$ cat src/rtl/bios_pkg.sv
// Shared FSM encoding and limits for the BIOS socket selector.
package bios_pkg;

    localparam int BIOS_NUM_MAX = 8;

    typedef enum logic [2:0] {
        ST_IDLE = 3'd0,
        ST_HOLD = 3'd1,
        ST_BOOT = 3'd2,
        ST_RUN  = 3'd3,
        ST_FAIL = 3'd4
    } bios_state_e;

    // Socket index width; never narrower than one bit.
    function automatic int sel_width(input int n);
        return (n <= 2) ? 1 : $clog2(n);
    endfunction

endpackage

$ cat src/rtl/sync_2ff.sv
// Two-flop synchroniser for a single asynchronous level; clears to 0 on reset.
module sync_2ff (
    input  logic clk_i,
    input  logic rst_i,
    input  logic d_i,
    output logic q_o
);

    logic meta_q;
    logic sync_q;

    always_ff @(posedge clk_i or posedge rst_i) begin
        if (rst_i) begin
            meta_q <= 1'b0;
            sync_q <= 1'b0;
        end else begin
            meta_q <= d_i;
            sync_q <= meta_q;
        end
    end

    assign q_o = sync_q;

endmodule

$ cat src/rtl/bios_select_ctrl.sv
// BIOS SPI socket selector with chip-select routing; boot watchdog, retry and
// failover to the next socket are built only when BIOS_FAILOVER_EN is defined.
module bios_select_ctrl
    import bios_pkg::*;
#(
    parameter  int NUM_BIOS = 2,
    parameter  int BOOT_TMO = 1000000,
    localparam int SW       = sel_width(NUM_BIOS)
) (
    input  logic                CLK,
    input  logic                RESET,
    input  logic                Pwr_ok,
    input  logic                PciReset,
    input  logic [SW-1:0]       Next_Bios,
    input  logic                Post_Done,
    input  logic                SPI_PCH_CS0_N,
    output logic [SW-1:0]       Next_Bios_latch,
    output logic [SW-1:0]       Active_Bios,
    output logic [NUM_BIOS-1:0] BIOS_CS_N,
    output logic                Reset_Req,
    output logic                Boot_Fail,
    output bios_state_e         Dbg_State
);

    if (NUM_BIOS < 2 || NUM_BIOS > BIOS_NUM_MAX || BOOT_TMO < 4) begin : g_param_check
        $error("bios_select_ctrl: NUM_BIOS must be 2..8 and BOOT_TMO at least 4");
    end

    localparam logic [SW:0]   NB_LIM   = (SW+1)'(NUM_BIOS);
    localparam logic [SW-1:0] LAST_IDX = SW'(NUM_BIOS - 1);

    logic pwr_s;
    logic prst_s;
    logic post_s;

    sync_2ff u_sync_pwr  (.clk_i(CLK), .rst_i(RESET), .d_i(Pwr_ok),    .q_o(pwr_s));
    sync_2ff u_sync_prst (.clk_i(CLK), .rst_i(RESET), .d_i(PciReset),  .q_o(prst_s));
    sync_2ff u_sync_post (.clk_i(CLK), .rst_i(RESET), .d_i(Post_Done), .q_o(post_s));

    logic prst_q;
    logic prst_fall;
    logic prst_rise;

    assign prst_fall = prst_q & ~prst_s;
    assign prst_rise = ~prst_q & prst_s;

    // Out-of-range socket requests fall back to socket 0.
    logic [SW-1:0] latch_q;
    logic [SW-1:0] latch_d;

    always_comb begin
        latch_d = latch_q;
        if (!pwr_s && !prst_s) begin
            latch_d = '0;
        end else if (prst_s) begin
            latch_d = ({1'b0, Next_Bios} >= NB_LIM) ? '0 : Next_Bios;
        end
    end

    always_ff @(posedge CLK or posedge RESET) begin
        if (RESET) begin
            prst_q  <= 1'b0;
            latch_q <= '0;
        end else begin
            prst_q  <= prst_s;
            latch_q <= latch_d;
        end
    end

    bios_state_e   state_q;
    logic [SW-1:0] active_q;
    logic          reload_ok;

`ifdef BIOS_FAILOVER_EN
    localparam int            WD_W    = $clog2(BOOT_TMO);
    localparam logic [WD_W-1:0] WD_LAST = WD_W'(BOOT_TMO - 1);

    logic [WD_W-1:0] wdog_q;
    logic [SW-1:0]   retry_q;
    logic            failover_q;
    logic            reset_req_q;
    logic            boot_fail_q;

    // After a failover the platform reset that follows must keep the new socket.
    assign reload_ok = ~failover_q;
`else
    assign reload_ok = 1'b1;
`endif

    always_ff @(posedge CLK or posedge RESET) begin
        if (RESET) begin
            state_q  <= ST_IDLE;
            active_q <= '0;
`ifdef BIOS_FAILOVER_EN
            wdog_q      <= '0;
            retry_q     <= '0;
            failover_q  <= 1'b0;
            reset_req_q <= 1'b0;
            boot_fail_q <= 1'b0;
`endif
        end else begin
`ifdef BIOS_FAILOVER_EN
            reset_req_q <= 1'b0;
`endif
            if (!pwr_s) begin
                state_q  <= ST_IDLE;
                active_q <= '0;
`ifdef BIOS_FAILOVER_EN
                wdog_q      <= '0;
                retry_q     <= '0;
                failover_q  <= 1'b0;
                boot_fail_q <= 1'b0;
`endif
            end else begin
                unique case (state_q)
                    ST_IDLE: begin
                        state_q <= ST_HOLD;
                    end
                    ST_HOLD: begin
                        if (prst_rise) begin
                            state_q <= ST_BOOT;
`ifdef BIOS_FAILOVER_EN
                            wdog_q     <= '0;
                            failover_q <= 1'b0;
`endif
                        end else if (prst_fall && reload_ok) begin
                            active_q <= latch_q;
`ifdef BIOS_FAILOVER_EN
                            retry_q  <= '0;
`endif
                        end
                    end
                    ST_BOOT: begin
                        if (prst_fall) begin
                            state_q  <= ST_HOLD;
                            active_q <= latch_q;
`ifdef BIOS_FAILOVER_EN
                            retry_q  <= '0;
`endif
                        end else if (post_s) begin
                            // POST completion beats a coincident watchdog expiry.
                            state_q <= ST_RUN;
`ifdef BIOS_FAILOVER_EN
                        end else if (wdog_q == WD_LAST) begin
                            if (retry_q < LAST_IDX) begin
                                active_q    <= (active_q == LAST_IDX) ? '0 : active_q + SW'(1);
                                retry_q     <= retry_q + SW'(1);
                                reset_req_q <= 1'b1;
                                failover_q  <= 1'b1;
                                state_q     <= ST_HOLD;
                            end else begin
                                boot_fail_q <= 1'b1;
                                state_q     <= ST_FAIL;
                            end
                        end else begin
                            wdog_q <= wdog_q + WD_W'(1);
`endif
                        end
                    end
                    ST_RUN: begin
                        if (prst_fall) begin
                            state_q  <= ST_HOLD;
                            active_q <= latch_q;
`ifdef BIOS_FAILOVER_EN
                            retry_q  <= '0;
`endif
                        end
                    end
                    ST_FAIL: begin
                        state_q <= ST_FAIL;
                    end
                    default: begin
                        state_q <= ST_IDLE;
                    end
                endcase
            end
        end
    end

`ifdef BIOS_FAILOVER_EN
    assign Reset_Req = reset_req_q;
    assign Boot_Fail = boot_fail_q;
`else
    assign Reset_Req = 1'b0;
    assign Boot_Fail = 1'b0;
`endif

    // Only the active socket sees the PCH chip select, and none does once boot has failed.
    always_comb begin
        BIOS_CS_N = '1;
        for (int i = 0; i < NUM_BIOS; i++) begin
            if (state_q != ST_FAIL && active_q == SW'(i)) begin
                BIOS_CS_N[i] = SPI_PCH_CS0_N;
            end
        end
    end

    assign Next_Bios_latch = latch_q;
    assign Active_Bios     = active_q;
    assign Dbg_State       = state_q;

endmodule

$ cat config.mk
export PLATFORM = sky130hd
export DESIGN_NAME = bios_select_ctrl
export DESIGN_NICKNAME = d
export VERILOG_FILES = /design/src/rtl/bios_pkg.sv /design/src/rtl/sync_2ff.sv /design/src/rtl/bios_select_ctrl.sv
export SDC_FILE = /design/constraint.sdc
export NUM_CORES = 1
export LEC_CHECK = 0
export ABC_AREA = 1
export CORE_MARGIN = 10
export CORE_UTILIZATION = 35
export CTS_CLUSTER_DIAMETER = 60
export DETAILED_ROUTE_END_ITERATION = 7
export PLACE_DENSITY = 0.63
export SLEW_MARGIN = 5
export SYNTH_ARGS = -nofsm -noshare
export SYNTH_HDL_FRONTEND = slang
export SYNTH_SLANG_ARGS = --single-unit
export TNS_END_PERCENT = 5
$ cat constraint.sdc
create_clock -name CLK -period 1.1 [get_ports CLK]
set_clock_uncertainty 0.1 [all_clocks]
set_input_delay 0.22 -clock CLK [delete_from_list [all_inputs] [get_ports CLK]]
set_output_delay 0.22 -clock CLK [all_outputs]
set_load 0.005 [all_outputs]
======== Yosys cells after proc, flatten, opt, wreduce, memory -nomap -nowiden ========
Index checks and enable logic that the tools add are counted.
word-level totals
  ROM bits ................................ 0
  logic and storage cells ................. 49
  input port bits ......................... 7
  memories kept ........................... 0
  bits in registers ....................... 12
  memory bits (writable) .................. 0
  bits in latches ......................... 0
operators by class
  mux-type cells .......................... 14
  $add $sub $neg .......................... 0
  bitwise logic cells ..................... 5
  divide/modulo/power cells ............... 0
  multipliers ............................. 0
  reduce and logical (&&, ||, !) cells .... 10
  shift-type cells ........................ 0
  magnitude comparators ................... 0
  equal/unequal tests ..................... 10
operators by type and width
  kind                                                    count
  2-to-1 mux 3 bit                                        5
  inequality test 3 bit (second input constant)           5
  case mux 3 bit (5 select lines)                         1
  2-to-1 mux 1 bit                                        7
  == test 3 x 2 -> 1 bit (second input constant)          2
  inequality test 4 x 3 -> 1 bit (second input constant)  1
  == test 3 x 1 -> 1 bit (second input constant)          1
  == test 3 bit (second input constant)                   1
  logical AND 1 bit                                       3
  zero test 3 bit                                         1
  inverter 1 bit                                          3
  AND reduction 3 bit                                     1
  bitwise AND 1 bit                                       2
  zero test 1 bit                                         2
  case mux 1 bit (2 select lines)                         1
  AND reduction 2 bit                                     1
  nonzero test 2 bit                                      1
  OR reduction 2 bit                                      1

======== Longest topological paths before layout ========
Gate-level depths: netlist of the first run.
  depth after elaboration ................. 6
  gate-level depth with buffers ........... 6

======== By module ========
A second synthesis of the first run with hierarchy kept.
unflattened totals
  cells, all modules ...................... 60
  area, all modules ....................... 514.2 um^2
modules (own cells, without submodules)
  module            area each (um^2)  instances  cells an instance
  bios_select_ctrl  352.8             1          51
  sync_2ff          53.8              3          3

======== Worst setup path before layout of the first run ========
No wires, ideal clock.
  path type ............................... register to register
  from .................................... register state_q[0] (netlist: Dbg_State[0])
  to ...................................... register state_q[0] (netlist: Dbg_State[0])
  stages on the path, launching flop included .. 7
  data arrival time ....................... 842 ps
  path buffers ............................ 0
  library setup time ...................... 73 ps
  path slack .............................. 85 ps
  path through ............................ dfrtp_1 > inv_2 > nor2_2 > nand3_2 > nand2_1 > nand2_1 > a21oi_2
between the ends
  word-level cells in the longest chain between the ends .. 3
  elaborated cells on any way between the ends .. 11
  classes of those cells .................. eq/ne: 7; mux: 2; reduce/logical: 2
ends and longest elaborated chain
  item                                                     RTL line                 text
  from (decl)                                              bios_select_ctrl.sv:70   bios_state_e state_q;
  from (signal assigned)                                   bios_select_ctrl.sv:92   state_q <= ST_IDLE;
  from (signal assigned)                                   bios_select_ctrl.sv:106  state_q <= ST_IDLE;
  from (signal assigned)                                   bios_select_ctrl.sv:117  state_q <= ST_HOLD;
  == test 3 bit (tied with other cells)                    bios_select_ctrl.sv:115  unique case (state_q)
  case mux 3 bit (5 select lines) (tied with other cells)  bios_select_ctrl.sv:115
  2-to-1 mux 3 bit or AND reduction 3 bit (tied branches)  --
Parallel ways exist; a longest one is shown, timed or not.
A chain may end at the register's enable or synchronous reset.

======== Final worst setup path of the first run ========
  from .................................... register active_q (netlist: Active_Bios)
  to ...................................... output port BIOS_CS_N[0]
between the ends
  word-level cells in the longest chain between the ends .. 3
ends and longest elaborated chain
  item                    RTL line                 text
  from (decl)             bios_select_ctrl.sv:71   logic [SW-1:0] active_q;
  from (signal assigned)  bios_select_ctrl.sv:127  active_q <= latch_q;
  from (signal assigned)  bios_select_ctrl.sv:136  active_q <= latch_q;
  from (signal assigned)  bios_select_ctrl.sv:163  active_q <= latch_q;
  inverter 1 bit          bios_select_ctrl.sv:192  if (state_q != ST_FAIL && active_q == SW'(i)) begin
  logical AND 1 bit       bios_select_ctrl.sv:192
  2-to-1 mux 1 bit        bios_select_ctrl.sv:192
  to (decl)               bios_select_ctrl.sv:19   output logic [NUM_BIOS-1:0] BIOS_CS_N,
No other way between the ends.

==> results of run 1 <==
## cell families (layout without fill, tap and decap cells)
family                 Yosys count  after routing  share of synthesized area, %
AND/OR/NAND/NOR                 26             26                          25.4
other                            1              2                         0.755
buffers and inverters           12             40                          10.6
flip-flops                      12             12                          60.5
AO/OA/AOI/OAI                    2              2                          2.77
## worst paths after layout
kind	startpoint	end	slack [ns]	depth (start not counted)
worst max-delay path	Active_Bios	BIOS_CS_N[0]	-0.28	4
worst max register to register	Dbg_State[0]	Dbg_State[0]	-0.11	8
worst min-delay path	RESET	u_sync_prst.meta_q	0.14	3
worst min register to register	u_sync_post.meta_q	u_sync_post.q_o	0.25	0
min in group CLK	u_sync_post.meta_q	u_sync_post.q_o	0.25	0
max in group asynchronous	RESET	Dbg_State[1]	0.61	3
## layer usage
metal / GRT usage [%] / share of wire [%] / vias up
li1: - / - / 217
met1: 6.97 / 44 / 194
met2: 8.90 / 45 / 16
met3: 3.70 / 9.5 / 2
met4: 5.03 / 1.6 / 0
met5: 0 / 0 / -
## state kept, by name (all words and copies together), names as in the netlist
name,cells
Dbg_State,3
u_sync_pwr.meta_q,1
u_sync_prst.q_o,1
u_sync_post.q_o,1
u_sync_pwr.q_o,1
u_sync_prst.meta_q,1
u_sync_post.meta_q,1
prst_q,1
Next_Bios_latch,1
Active_Bios,1
## synthesized netlist by cell type (all sizes together)
cell | n | area, sq um
buf | 2 | 15.0
o21ai | 1 | 5.00
inv | 10 | 37.5
conb | 1 | 3.75
nand4 | 1 | 6.26
nand2 | 11 | 41.3
nor2 | 5 | 23.8
a21oi | 1 | 8.76
dfrtp | 12 | 300
nand3 | 9 | 55.1
## cell usage in the layout, fill, tap and decap left out, types with 2 or more instances in the layout
| master | Yosys | routed |
|---|---|---|
| dfrtp_1 | 12 | 12 |
| buf_4 | 2 | 12 |
| nand2_1 | 11 | 11 |
| inv_1 | 7 | 7 |
| clkdlybuf4s50_1 | 0 | 6 |
| nand3_2 | 2 | 4 |
| nand3_1 | 7 | 4 |
| clkbuf_2 | 0 | 4 |
| clkbuf_4 | 0 | 3 |
| buf_2 | 0 | 3 |
| inv_2 | 3 | 2 |
| nor2_1 | 3 | 2 |
| nor2_2 | 2 | 2 |
| conb_1 | 1 | 2 |
## stage by stage
step	std cells	area, sq um
floorplan	54	500
global placement	89	702
detailed placement	89	702
CTS	97	769
global route	97	769
finish	97	769
## power by group
part | switching, W | total, W | internal [W]
sequential | 0.0000173 | 0.000490 | 0.000473
combinational | 0.000133 | 0.000274 | 0.000141
clock | 0.000140 | 0.000341 | 0.000201
## worst max-delay path: stages, from the launching register on
cell	delay, ns
dfrtp_1	0.38
buf_4	0.14
inv_1	0.08
nand3_2	0.07
buf_2	0.12
## layout make-up
| type | count | area, sq um |
|---|---|---|
| Fill cell | 125 | 548 |
| Multi-Input combinational cell | 30 | 178 |
| Timing Repair Buffer | 26 | 196 |
| Tap cell | 15 | 18.8 |
| Inverter | 10 | 40.0 |
| Sequential cell | 12 | 300 |
| Clock buffer | 4 | 36.3 |
## timing repair
item / 4_1_cts / 5_1_grt
endpoints found under the hold margin: 0 / 0
resized for setup: 24 / 8
pin swaps: 1 / 0
cloned: 0 / 0
setup buffers: 4 / 0
setup endpoints to repair: 10 / 11
==> PnR_summary.wiki, run 1 <==
{| class="wikitable"
! Metric !! Value
|-
| Post-detailed-route count of antenna-violating nets || 0
|-
| Latest clock arrival within the worst-skew pair || 0.27 ns
|-
| Total design power || 0.00111 W
|-
| Peak clock frequency supported by timing || 726 MHz
|-
| Inserted Clock Buffers || 3
|-
| Placement Rows || 13
|-
| Unique masters post-synth || 13
|-
| Cell area after technology mapping || 497 sq um
|-
| Max-slew violation count || 0
|-
| Global-route wire length before repair || 1640 um
|-
| Initial Utilization || 37.7%
|-
| Core area || 0.00132 sq mm
|-
| Die Ht || 57.7 um
|-
| Vias in the first global route || 414
|-
| Final Hold Fails || 0
|-
| Post-route fraction of the period consumed by the critical path || 125%
|-
| # Max-Cap Violations || 0
|-
| Weighted congestion at the end of routability-driven global placement || 0.725
|-
| Type of the worst min-delay path || primary input to async pin
|-
| Cell Pwr Density || 1440 mW/mm^2
|-
| Setup CP Type || flip-flop to output port
|-
| Yosys warning total || 0
|-
| Arrival time at the worst endpoint || 1.06 ns
|-
| Final setup violation count || 8
|-
| Largest net degree at the start of global routing || 13
|-
| Number of antenna cells inserted || 0
|-
| Result of the run || finished with violations
|-
| HPWL after detailed placement || 776 um
|-
| Number of storage elements in the synthesis netlist || 12
|-
| H-tree Lvls || 1
|-
| Total Nets Final || 90
|-
| Via-to-Cell Ratio || 4.42
|-
| Clock root buffer master || clkbuf_4
|-
| Ratio of cells with drive above 1 in the final layout || 43.9%
|-
| Total global routing overflow || 0
|-
| Clock-pin slew on the worst setup and hold paths || 0.07 ns
|-
| Number of buffers inserted by port buffering || 13
|-
| Sequential share of the synthesized area || 60.5%
|-
| Leakage || 0.409 nW
|-
| # DRC || 0
|-
| Initial antenna violation count || 0
|-
| Number of sinks driven by the clock tree || 12
|-
| Mapped Cells || 53
|-
| RSZ-0062 raised after global routing || yes
|-
| Iteration-0 DRC Markers || 2
|-
| Horiz. Die Dim || 57.7 um
|-
| Crit path time final || 1.38 ns
|-
| Kind of launch point of the worst setup path || flip-flop
|-
| I/O pin count || 16
|-
| Critical path required time || 0.78 ns
|-
| Maximum fanout encountered on the critical timing path || 2
|-
| Final total negative setup slack || -1.21 ns
|-
| Detailed-router iteration count before antenna repair || 4
|-
| Peak supply drop || 0.669 mV
|-
| Final design utilization || 58.4%
|-
| Worst setup slack after layout || -0.277 ns
|-
| Final-layout worst hold slack || 0.137 ns
|-
| Wire per inst || 10.1 um
|-
| Capturing element type of the critical path || output port
|-
| Global router's overall resource usage || 6.41%
|-
| Worst slack, placed || -0.515 ns
|-
| Deepest clock path buffer count || 2
|-
| Failing checks || negative setup slack
|-
| Count of hold-fix buffers inserted at cts || 0
|-
| Layout overhead on the synthesized area || 54.9%
|-
| Clock tree from TritonCTS || built
|-
| Total wire length || 978 um
|-
| Die Area || 0.00333 sq mm
|-
| Mean cell area of the mapped netlist || 9.37 sq um
|-
| Via count of the routed design || 429
|}
Note: power is estimated with default switching activity, not from simulation.
==> run 2, diff against run 1 <==
Settings changed: TNS_END_PERCENT 5 to 30.
==> PnR_summary.wiki, run 2 (synthesis results as in run 1) <==
{| class="wikitable"
! Metric !! Value
|-
| Latest clock arrival within the worst-skew pair || 0.27 ns
|-
| Cell Pwr Density || 1440 mW/mm^2
|-
| Final-layout worst hold slack || 0.137 ns
|-
| Area after DPL || 702 sq um
|-
| Flip-flop count of the largest register after layout || 3
|-
| Inserted Clock Buffers || 3
|-
| Worst setup slack after layout || -0.276 ns
|-
| Count of hold-fix buffers inserted at cts || 0
|-
| Clock root buffer master || clkbuf_4
|-
| Critical path required time || 0.78 ns
|-
| Total global routing overflow || 0
|-
| Iteration-0 DRC Markers || 3
|-
| Die Area || 0.00333 sq mm
|-
| Arrival time at the worst endpoint || 1.06 ns
|-
| Wire per inst || 10.5 um
|-
| HPWL after detailed placement || 776 um
|-
| Capturing element type of the critical path || output port
|-
| Final Hold Fails || 0
|-
| Largest net degree at the start of global routing || 13
|-
| Final total negative setup slack || -1.28 ns
|-
| Setup CP Type || flip-flop to output port
|-
| Number of sinks driven by the clock tree || 12
|-
| Initial Utilization || 37.7%
|-
| I/O pin count || 16
|-
| # Max-Cap Violations || 0
|-
| Final setup violation count || 8
|-
| Most frequent cells in the layout || dfrtp_1 (12), buf_4 (11), nand2_1 (8)
|-
| Max-slew violation count || 0
|-
| H-tree Lvls || 1
|-
| Vias in the first global route || 421
|-
| Kind of launch point of the worst setup path || flip-flop
|-
| Horiz. Die Dim || 57.7 um
|-
| Initial antenna violation count || 0
|-
| Weighted congestion at the end of routability-driven global placement || 0.725
|-
| Maximum fanout encountered on the critical timing path || 2
|-
| Via count of the routed design || 433
|-
| # DRC || 0
|-
| Leading cell type in the layout, fill and taps excluded || dfrtp_1
|-
| Die Ht || 57.7 um
|-
| Detailed-router iteration count before antenna repair || 4
|-
| Peak clock frequency supported by timing || 727 MHz
|-
| Failing checks || negative setup slack
|-
| Post-route fraction of the period consumed by the critical path || 125%
|-
| Placement Rows || 13
|-
| Post-detailed-route count of antenna-violating nets || 0
|-
| Crit path time final || 1.38 ns
|-
| Clock tree from TritonCTS || built
|-
| Result of the run || finished with violations
|-
| Number of buffers inserted by port buffering || 13
|-
| Global-route wire length before repair || 1710 um
|-
| RSZ-0062 raised after global routing || yes
|-
| Peak supply drop || 0.699 mV
|-
| Deepest clock path buffer count || 2
|-
| Total wire length || 1020 um
|-
| Via-to-Cell Ratio || 4.46
|-
| Leakage || 0.416 nW
|-
| Type of the worst min-delay path || primary input to async pin
|-
| Clock-pin slew on the worst setup and hold paths || 0.07 ns
|-
| Layout overhead on the synthesized area || 59.2%
|-
| Global router's overall resource usage || 6.72%
|-
| Core area || 0.00132 sq mm
|-
| Final Cell Area || 791 sq um
|-
| Number of antenna cells inserted || 0
|-
| Ratio of cells with drive above 1 in the final layout || 50.0%
|-
| Total Nets Final || 90
|}
run 2: cell type report:
class / count / area (sq um)
clock buffer: 4 / 36.3
multi-input combinational: 30 / 195
fill: 126 / 527
inverter: 10 / 40.0
timing repair buffer: 26 / 200
sequential: 12 / 300
tap: 15 / 18.8
run 2: what timing repair did:
item	CTS	global route
buffers inserted	5	0
pin swaps	1	4
gates resized for setup	29	11
setup endpoints to repair	10	11
run 2: worst max-delay path, cell delays in order (launching register included):
cell,delay [ns]
dfrtp_1,0.38
buf_4,0.14
inv_1,0.08
nand3_2,0.07
buf_2,0.12
run 2: path summary, 6_finish.rpt:
check / startpoint / slack, ns / to / cells after the start
min in group CLK: u_sync_post.meta_q / 0.25 / u_sync_post.q_o / 0
max: Active_Bios / -0.28 / BIOS_CS_N[0] / 4
max reg2reg: Dbg_State[0] / -0.16 / Dbg_State[0] / 8
min: RESET / 0.14 / u_sync_prst.meta_q / 3
max in group asynchronous: RESET / 0.61 / Dbg_State[1] / 3
min reg2reg: u_sync_post.meta_q / 0.25 / u_sync_post.q_o / 0
run 2: metal layers:
metal	part of all wire (%)	up-vias	track usage (%)
li1	-	218	-
met1	41	197	7.10
met2	47	16	9.66
met3	10	2	3.92
met4	1.6	0	5.03
met5	0	-	0
run 2: stage by stage:
| step | setup WS [ns] | util, % | total power [W] | instances |
|---|---|---|---|---|
| final | -0.276 | 60.0 | 0.00114 | 97 |
| after global routing | -0.335 | 60.0 | 0.00121 | 97 |
| after CTS | -0.312 | 59.6 | 0.00115 | 98 |
| after detailed placement | -0.515 | 53.3 | 0.000759 | 89 |
| after global placement | -0.504 | 53.3 | 0.000754 | 89 |
| after floorplan | 0.0855 | - | 0.000621 | 54 |
run 2: report_power, final:
part / leakage [nW] / switching, W / total [W] / internal (W)
Clock: 0.0210 / 0.000140 / 0.000341 / 0.000201
Sequential: 0.148 / 0.0000192 / 0.000492 / 0.000473
Combinational: 0.247 / 0.000147 / 0.000302 / 0.000155
Total: 0.416 / 0.000306 / 0.00114 / 0.000829
